`src/rtl/dice_roller.sv`:
```
// dice_roller: produces a pair of pseudo-random die values (1..6) on request.
// A free-running 16-bit Galois LFSR picks the die2 step size while the dice
// tumble for SETTLE_CYCLES clocks; the result is then held behind a
// valid/ready handshake until the consumer takes it.
// Optional feature: define DICE_SUM_EN to add the registered 'sum' output.
//
// Handshake: 'valid' rises when a result is final and stays high, with
// die1/die2/sum frozen, until an edge where valid=1 and ready=1 (the
// transfer). 'ready' while valid=0 is ignored. 'roll' is only sampled in
// IDLE; a roll while busy is dropped, not queued.
//
// The FSM state is kept in the 'state' signal (type state_t) so checkers can
// bind to it directly.

module dice_roller #(
    parameter logic [15:0] SEED          = 16'hACE1,
    parameter int          SETTLE_CYCLES = 8
) (
    input  logic       clk,
    input  logic       rst_n,
    input  logic       roll,
    input  logic       ready,
    output logic       busy,
    output logic       valid,
    output logic [2:0] die1,
    output logic [2:0] die2
`ifdef DICE_SUM_EN
    ,
    output logic [3:0] sum
`endif
);

    // An all-zero LFSR would lock up, so a zero seed is replaced by 1.
    localparam logic [15:0] SEED_EFF = (SEED == 16'h0000) ? 16'h0001 : SEED;
    localparam logic [7:0]  CNT_LOAD = 8'(SETTLE_CYCLES - 1);
    localparam logic [15:0] LFSR_MASK = 16'hB400;

    typedef enum logic [1:0] {
        IDLE   = 2'd0,
        TUMBLE = 2'd1,
        HOLD   = 2'd2
    } state_t;

    state_t      state;
    state_t      state_next;
    logic [15:0] lfsr;
    logic [15:0] lfsr_next;
    logic [7:0]  cnt;
    logic [2:0]  die1_next;
    logic [2:0]  die2_next;
    logic        busy_next;
    logic        valid_next;

    // Die1 always advances by one face, wrapping 6 -> 1.
    function automatic logic [2:0] step_one(input logic [2:0] d);
        return (d == 3'd6) ? 3'd1 : d + 3'd1;
    endfunction

    // Die2 advances by one or two faces, wrapping within 1..6.
    function automatic logic [2:0] step_two(input logic [2:0] d, input logic two);
        logic [2:0] r;
        if (!two) begin
            r = step_one(d);
        end else begin
            case (d)
                3'd5:    r = 3'd1;
                3'd6:    r = 3'd2;
                default: r = d + 3'd2;
            endcase
        end
        return r;
    endfunction

    // Galois right-shift LFSR next value.
    always_comb begin
        lfsr_next = {1'b0, lfsr[15:1]} ^ (lfsr[0] ? LFSR_MASK : 16'h0000);
    end

    // LFSR runs every clock in every state so roll timing adds entropy.
    always_ff @(posedge clk or negedge rst_n) begin
        if (!rst_n) begin
            lfsr <= SEED_EFF;
        end else begin
            lfsr <= lfsr_next;
        end
    end

    // State register.
    always_ff @(posedge clk or negedge rst_n) begin
        if (!rst_n) begin
            state <= IDLE;
        end else begin
            state <= state_next;
        end
    end

    // Next-state logic.
    always_comb begin
        state_next = state;
        case (state)
            IDLE:    if (roll)        state_next = TUMBLE;
            TUMBLE:  if (cnt == 8'd0) state_next = HOLD;
            HOLD:    if (ready)       state_next = IDLE;
            default:                  state_next = IDLE;
        endcase
    end

    // Tumble counter: loaded on the accepted roll, counts down while tumbling.
    always_ff @(posedge clk or negedge rst_n) begin
        if (!rst_n) begin
            cnt <= 8'd0;
        end else if (state == IDLE && roll) begin
            cnt <= CNT_LOAD;
        end else if (state == TUMBLE && cnt != 8'd0) begin
            cnt <= cnt - 8'd1;
        end
    end

    // Output logic: next values of the registered outputs.
    always_comb begin
        die1_next  = die1;
        die2_next  = die2;
        busy_next  = (state_next != IDLE);
        valid_next = (state_next == HOLD);
        if (state == TUMBLE) begin
            die1_next = step_one(die1);
            die2_next = step_two(die2, lfsr[0]);
        end
    end

    // Output registers: all outputs come straight from flops.
    always_ff @(posedge clk or negedge rst_n) begin
        if (!rst_n) begin
            die1  <= 3'd1;
            die2  <= 3'd1;
            busy  <= 1'b0;
            valid <= 1'b0;
        end else begin
            die1  <= die1_next;
            die2  <= die2_next;
            busy  <= busy_next;
            valid <= valid_next;
        end
    end

`ifdef DICE_SUM_EN
    // Sum register tracks the dice so it always equals die1+die2.
    always_ff @(posedge clk or negedge rst_n) begin
        if (!rst_n) begin
            sum <= 4'd2;
        end else begin
            sum <= {1'b0, die1_next} + {1'b0, die2_next};
        end
    end
`endif

endmodule

```
`config.mk`:
```
export PLATFORM = sky130hd
export DESIGN_NAME = dice_roller
export DESIGN_NICKNAME = d
export VERILOG_FILES = /design/src/rtl/dice_roller.sv
export SDC_FILE = /design/constraint.sdc
export NUM_CORES = 1
export LEC_CHECK = 0
export ABC_AREA = 1
export BUFFER_PORTS_ARGS = -buffer_cell sky130_fd_sc_hd__buf_4
export CORE_ASPECT_RATIO = 1.25
export CORE_UTILIZATION = 30
export CTS_BUF_LIST = sky130_fd_sc_hd__clkbuf_8
export DETAILED_ROUTE_END_ITERATION = 8
export GPL_TIMING_DRIVEN = 0
export PLACE_DENSITY_LB_ADDON = 0.05
export SLEW_MARGIN = 20
export SYNTH_ARGS = -nofsm -noshare
export SYNTH_HDL_FRONTEND = slang
export SYNTH_SLANG_ARGS = --single-unit
```
`constraint.sdc`:
```
create_clock -name clk -period 3.66 [get_ports clk]
set_clock_uncertainty 0.15 [all_clocks]
set_input_delay 0.366 -clock clk [delete_from_list [all_inputs] [get_ports clk]]
set_output_delay 0.366 -clock clk [all_outputs]
set_load 0.03 [all_outputs]
```
### Word level (Yosys, flattened, before mapping)

Index checks and enable logic that the tools add are counted.
W data, S select, Z words.

* register bits after elaboration: 34
* bits in latches: 0
* memory bits (writable): 0
* memory bits (read-only): 0
* input bits: 4
* output and inout bits: 8
* logic and storage cells: 36
* memories: 0

* add/sub/neg operators: 4
* multiply operators: 0
* div/mod/pow operators: 0
* magnitude comparators: 0
* equal/unequal tests: 6
* shift-type cells: 0
* muxes and demuxes: 11
* bitwise gates (word level): 1
* reductions and logical operators: 7

Operator list (number)
* $mux W16: 1
* $mux W8: 2
* $xor A15 B16 Y16: 1
* $eq A3 B3 Y1 const B: 3
* $mux W3: 3
* $logic_not A8 Y1: 1
* $reduce_bool A8 Y1: 1
* $sub A8 B1 Y8 const B: 1
* $add A3 B1 Y3 const B: 2
* $mux W2: 3
* $pmux W2 S3: 1
* $pmux W3 S2: 1
* $eq A2 B2 Y1 const B: 2
* $reduce_bool A2 Y1: 2
* $add A3 B2 Y3 const B: 1
* $eq A2 B1 Y1 const B: 1
* $logic_and A1 B1 Y1: 2
* $logic_not A2 Y1: 1

### Depth between registers and ports, before layout

* word-level depth: 4
* mapped depth: 9
* depth with buffers taken out: 8

### Worst setup path before layout

No wires, ideal clock.

* path type: reg-to-reg
* start point: register cnt[0]
* end point: register cnt[1]
* setup time: 0.122 ns
* data arrival time: 1.163 ns
* required time: 3.388 ns
* path slack: 2.225 ns
* stages on the path, launching flop included: 9
* path buffers: 1
* period minus slack after synthesis: 1.435 ns
* cell sequence: dfrtp_1 inv_1 ha_1 nand3_1 nor2_4 nor2_4 buf_8 o21ai_2 nand2_1

* word-level cells in the longest chain between the ends: 3
* elaborated cells on any way between the ends: 6
* classes of those cells: add/sub (1); mux (2); reduce/logical (3)

Ends and longest elaborated chain
* start, declared: RTL line 48 `logic [7:0] cnt;`
* start signal, assigned: RTL line 115 `cnt <= cnt - 8'd1;`
* $sub A8 B1 Y8 / $reduce_bool A8 Y1 (equally long branches): RTL line 115, 114
* $mux W8 / $logic_and A1 B1 Y1 (equally long branches): RTL line 114 `end else if (state == TUMBLE && cnt != 8'd0) begin`
* $mux W8 / $reduce_bool A2 Y1 (equally long branches)

Several ways; a longest one is shown, not always the timed one. The select of a mux whose other input is x is not followed.
A chain may end at the register's enable or synchronous reset.

### Final worst setup path

* start point: register cnt[0]
* end point: register busy

* word-level cells in the longest chain between the ends: 4

Ends and longest elaborated chain
* $logic_not A8 Y1: RTL line 102 `TUMBLE: if (cnt == 8'd0) state_next = HOLD;`
* $mux W2: RTL line 102
* $pmux W2 S3: RTL line 100 `case (state)`
* $reduce_bool A2 Y1: RTL line 123 `busy_next = (state_next != IDLE);`
* via busy_next: RTL line 51 `logic busy_next;`
* end signal, assigned: RTL line 141 `busy <= busy_next;`
* end, declared: RTL line 23 `output logic busy,`

The timed path passes the listed nets, and every way through them passes these cells.

==> results.rst <==
.. list-table::
   :header-rows: 1

   * - Metric
     - Value
   * - Result of the run
     - finished clean
   * - Routability congestion estimate
     - approximately 0.76
   * - Global-route total usage across every layer
     - 0.117
   * - Switching Power
     - 0.577 mW
   * - Finished Layout Cells
     - 221
   * - Path category of the worst min-delay check
     - register to register
   * - Vert. Die Dim
     - approximately 79 um
   * - Critical path arrival
     - about 1.6 ns
   * - Cell Count Post-Placement
     - around 210
   * - Rel. slew slack
     - 0.717
   * - Sink count of the clock tree
     - 34
   * - Kind of launch point of the worst setup path
     - register
   * - Cts repair resizes
     - 0
   * - Ratio of cells with drive above 1 in the final layout
     - 0.258
   * - Via count of the first global-routing pass
     - between 900 and 1000
   * - Number of flip-flops and latches in the synthesized netlist
     - 34
   * - Wire length after detailed routing
     - ~2500 um
   * - Root buffer cell
     - sky130_fd_sc_hd__clkbuf_8
   * - Sequential cell area in the final layout
     - 863 um2
   * - Largest cells by area after synthesis
     - sky130_fd_sc_hd__dfrtp_1 42%, sky130_fd_sc_hd__dfstp_2 18%, sky130_fd_sc_hd__nand2_1 9.2%
   * - Total power of the final layout
     - ~1.4 mW
   * - Final hold vios
     - 0
   * - Yosys top cell area share
     - 0.421
   * - Via Count
     - roughly 1000
   * - Ranking of synthesized cells by instance count
     - 35 x sky130_fd_sc_hd__nand2_1, 24 x sky130_fd_sc_hd__dfrtp_1, 20 x sky130_fd_sc_hd__inv_1, 11 x sky130_fd_sc_hd__nand3_1, 10 x sky130_fd_sc_hd__dfstp_2
   * - Maximum number of pins on one net before global-route repair
     - 35
   * - Fraction of power consumed by the clock network
     - 0.204
   * - Total negative slack
     - 0 ns
   * - Insertion delay of the later-clocked pin in the worst-skew pair
     - 0.28 ns
   * - H-tree lvl count
     - 2
   * - Slew Limit Fails
     - 0
   * - Unrepaired setup endpoints after global routing
     - false
   * - Mapped Nets
     - around 150
   * - Iteration-0 DRC Markers
     - 54
   * - Area of the mapped netlist
     - approximately 1400 um2
   * - Number of buffers inserted by port buffering
     - 11
   * - Die Width
     - around 64 um
   * - Cell area after layout
     - 1690 um2
   * - Hold buffers post-CTS
     - 1
   * - Transition time of the tightest slew-check pin
     - 0.424 ns
   * - Site row count
     - 27
   * - Number of setup violations in the final report
     - 0
   * - Post-synthesis instance total
     - about 140
   * - Number of antenna violations at the first check in global routing
     - 0
   * - Post-CTS Repair Setup Buffers
     - 0
   * - Int Pwr
     - slightly above 0.8 mW
   * - Clock slew at reported path FFs
     - 0.07 ns
   * - Wire length of the first global-routing pass
     - around 4300 um
   * - Post-detail-place hpwl
     - roughly 1700 um
   * - Clock buffer depth
     - 2
   * - Leakage dissipation
     - 0.870 nW
   * - Warnings, synthesis
     - 0
   * - Placed cell areas
     - roughly 1600 um2
   * - Residual overflow from global routing
     - 0
   * - Post-synthesis area per instance
     - approximately 10 um2
   * - Antenna cells
     - 0
   * - TritonCTS clock tree
     - yes
   * - Sequential area share after synthesis
     - 0.605
   * - Largest area contributor in the netlist
     - sky130_fd_sc_hd__dfrtp_1
   * - Library cell with the highest instance count after synthesis
     - sky130_fd_sc_hd__nand2_1
   * - Filler instances
     - 462
   * - Residual antenna-violating net count after detailed routing
     - 0
   * - Die area
     - slightly above 5000 um2
   * - Portion of total power attributed to sequential cells
     - 0.382
   * - Maximum achievable frequency
     - 622 MHz
   * - Distinct cells, synth
     - 24
   * - IO Pins
     - 12
   * - Initial Util
     - 0.317
   * - CP required
     - roughly 3.7 ns
   * - Area of the core
     - about 4500 um2
   * - Area of combinational cells with multiple inputs
     - about 460 um2
   * - Worst Path Max Fanout
     - 6
   * - Count of TritonRoute iterations in the first routing pass
     - 4
   * - Top FF cell, synth
     - sky130_fd_sc_hd__dfrtp_1
   * - Minimum hold slack
     - 0.201 ns
   * - Net total in the final layout
     - 168
   * - Growth of design area from synthesis to finish
     - 18.2%
   * - Async S/R FF share, synth
     - 1.00
   * - Number of synthesized flops with an enable pin
     - 0
   * - Average wire per standard cell
     - between 10 and 15 um
   * - Part of the cycle the worst path needs
     - 0.440
   * - Max VDD drop
     - 0.277 mV
   * - Via/cell ratio
     - about 4.5
   * - Min Clock Period, post-route
     - 1.61 ns
   * - Max capacitance violation total
     - 0
   * - # DRC
     - 0
   * - Start-to-end type of the worst setup path
     - register to register
   * - Kind of end point of the critical path
     - register
   * - Switching power as a share of total power
     - 0.410
   * - Power Density
     - 834 nW/um2
   * - TritonCTS buffer count
     - 5
   * - Share of power burned in combinational logic
     - 0.414
## cell families (layout without fill, tap and decap cells)
group | count (synthesis) | count (layout) | share of synthesized area
and+or+nand+nor | 65 | 65 | 0.224
DFF | 34 | 34 | 0.605
buffers and inverters | 25 | 45 | 0.0737
AOI/OAI and AO/OA | 12 | 12 | 0.0491
xor gates and xnor gates | 5 | 5 | 0.0307
adders and majority gates | 2 | 2 | 0.0175
## per-stage QoR
step / setup slack (ns) / utilization
finish: 2.05 / 0.375
global route: 1.93 / 0.375
CTS: 2.01 / 0.375
detailed placement: 2.02 / 0.352
global placement: 2.05 / 0.352
floorplan: 2.22 / -
## metal layers
layer / wire (um) / global-route usage
met5: 0 / 0
met4: 74 / 0.0659
met3: 140 / 0.0503
met2: 1200 / 0.191
met1: 1120 / 0.126
## registers in the layout, indices dropped and copies added, names as in the netlist
signal  cells
busy        1
cnt         8
die1        3
die2        3
lfsr       16
state       2
valid       1
## critical path, stage by stage (launching register included)
cell and delay, ns:
sky130_fd_sc_hd__dfrtp_1 0.38, sky130_fd_sc_hd__inv_1 0.11, sky130_fd_sc_hd__ha_1 0.17, sky130_fd_sc_hd__nand3_1 0.11
sky130_fd_sc_hd__nor2_4 0.16, sky130_fd_sc_hd__nor2_4 0.06, sky130_fd_sc_hd__nor2_2 0.24, sky130_fd_sc_hd__nand3_1 0.11
## final cells by class
class	count	area share
Sequential cell	34	0.512
Multi-Input combinational cell	84	0.272
Timing Repair Buffer	12	0.0549
Inverter	23	0.0512
Clock buffer	6	0.0490
Tap cell	58	0.0430
Buffer	2	0.0111
Clock inverter	2	0.00742
## worst paths after layout
check | from | to | slack [ns] | cells after the start
max | cnt[0]$_DFFE_PN0P_ | busy$_DFF_PN0_ | 2.05 | 7
min | lfsr[12]$_DFF_PN0_ | lfsr[11]$_DFF_PN1_ | 0.20 | 0
max reg2reg | cnt[0]$_DFFE_PN0P_ | busy$_DFF_PN0_ | 2.05 | 7
min reg2reg | lfsr[12]$_DFF_PN0_ | lfsr[11]$_DFF_PN1_ | 0.20 | 0
max in group asynchronous | rst_n | lfsr[6]$_DFF_PN1_ | 2.61 | 2
min in group asynchronous | rst_n | die1[2]$_DFFE_PN0P_ | 0.41 | 2
## layout by cell type, fill, tap and decap left out, drive strengths merged
master       instances
a22oi                1
a31oi                1
nand2               37
inv                 23
xor2                 5
o21ai                7
dfstp               10
o211ai               1
clkinvlp             1
dfrtp               24
clkinv               1
nand3               12
dlygate4sd3          1
buf                 12
ha                   2
a21oi                2
nor2                11
nand4                4
clkbuf               7
nand3b               1
## power groups by stage
stage          Clock (mW)  Combinational, mW  Sequential, mW
6_report            0.287              0.582           0.537
5_1_grt             0.314              0.644           0.549
4_1_cts             0.298              0.589           0.538
3_5_place_dp            0              0.586           0.544
3_3_place_gp            0              0.568           0.540
2_1_floorplan           0              0.354           0.612
No activity file was read; power rests on OpenSTA's default activity.
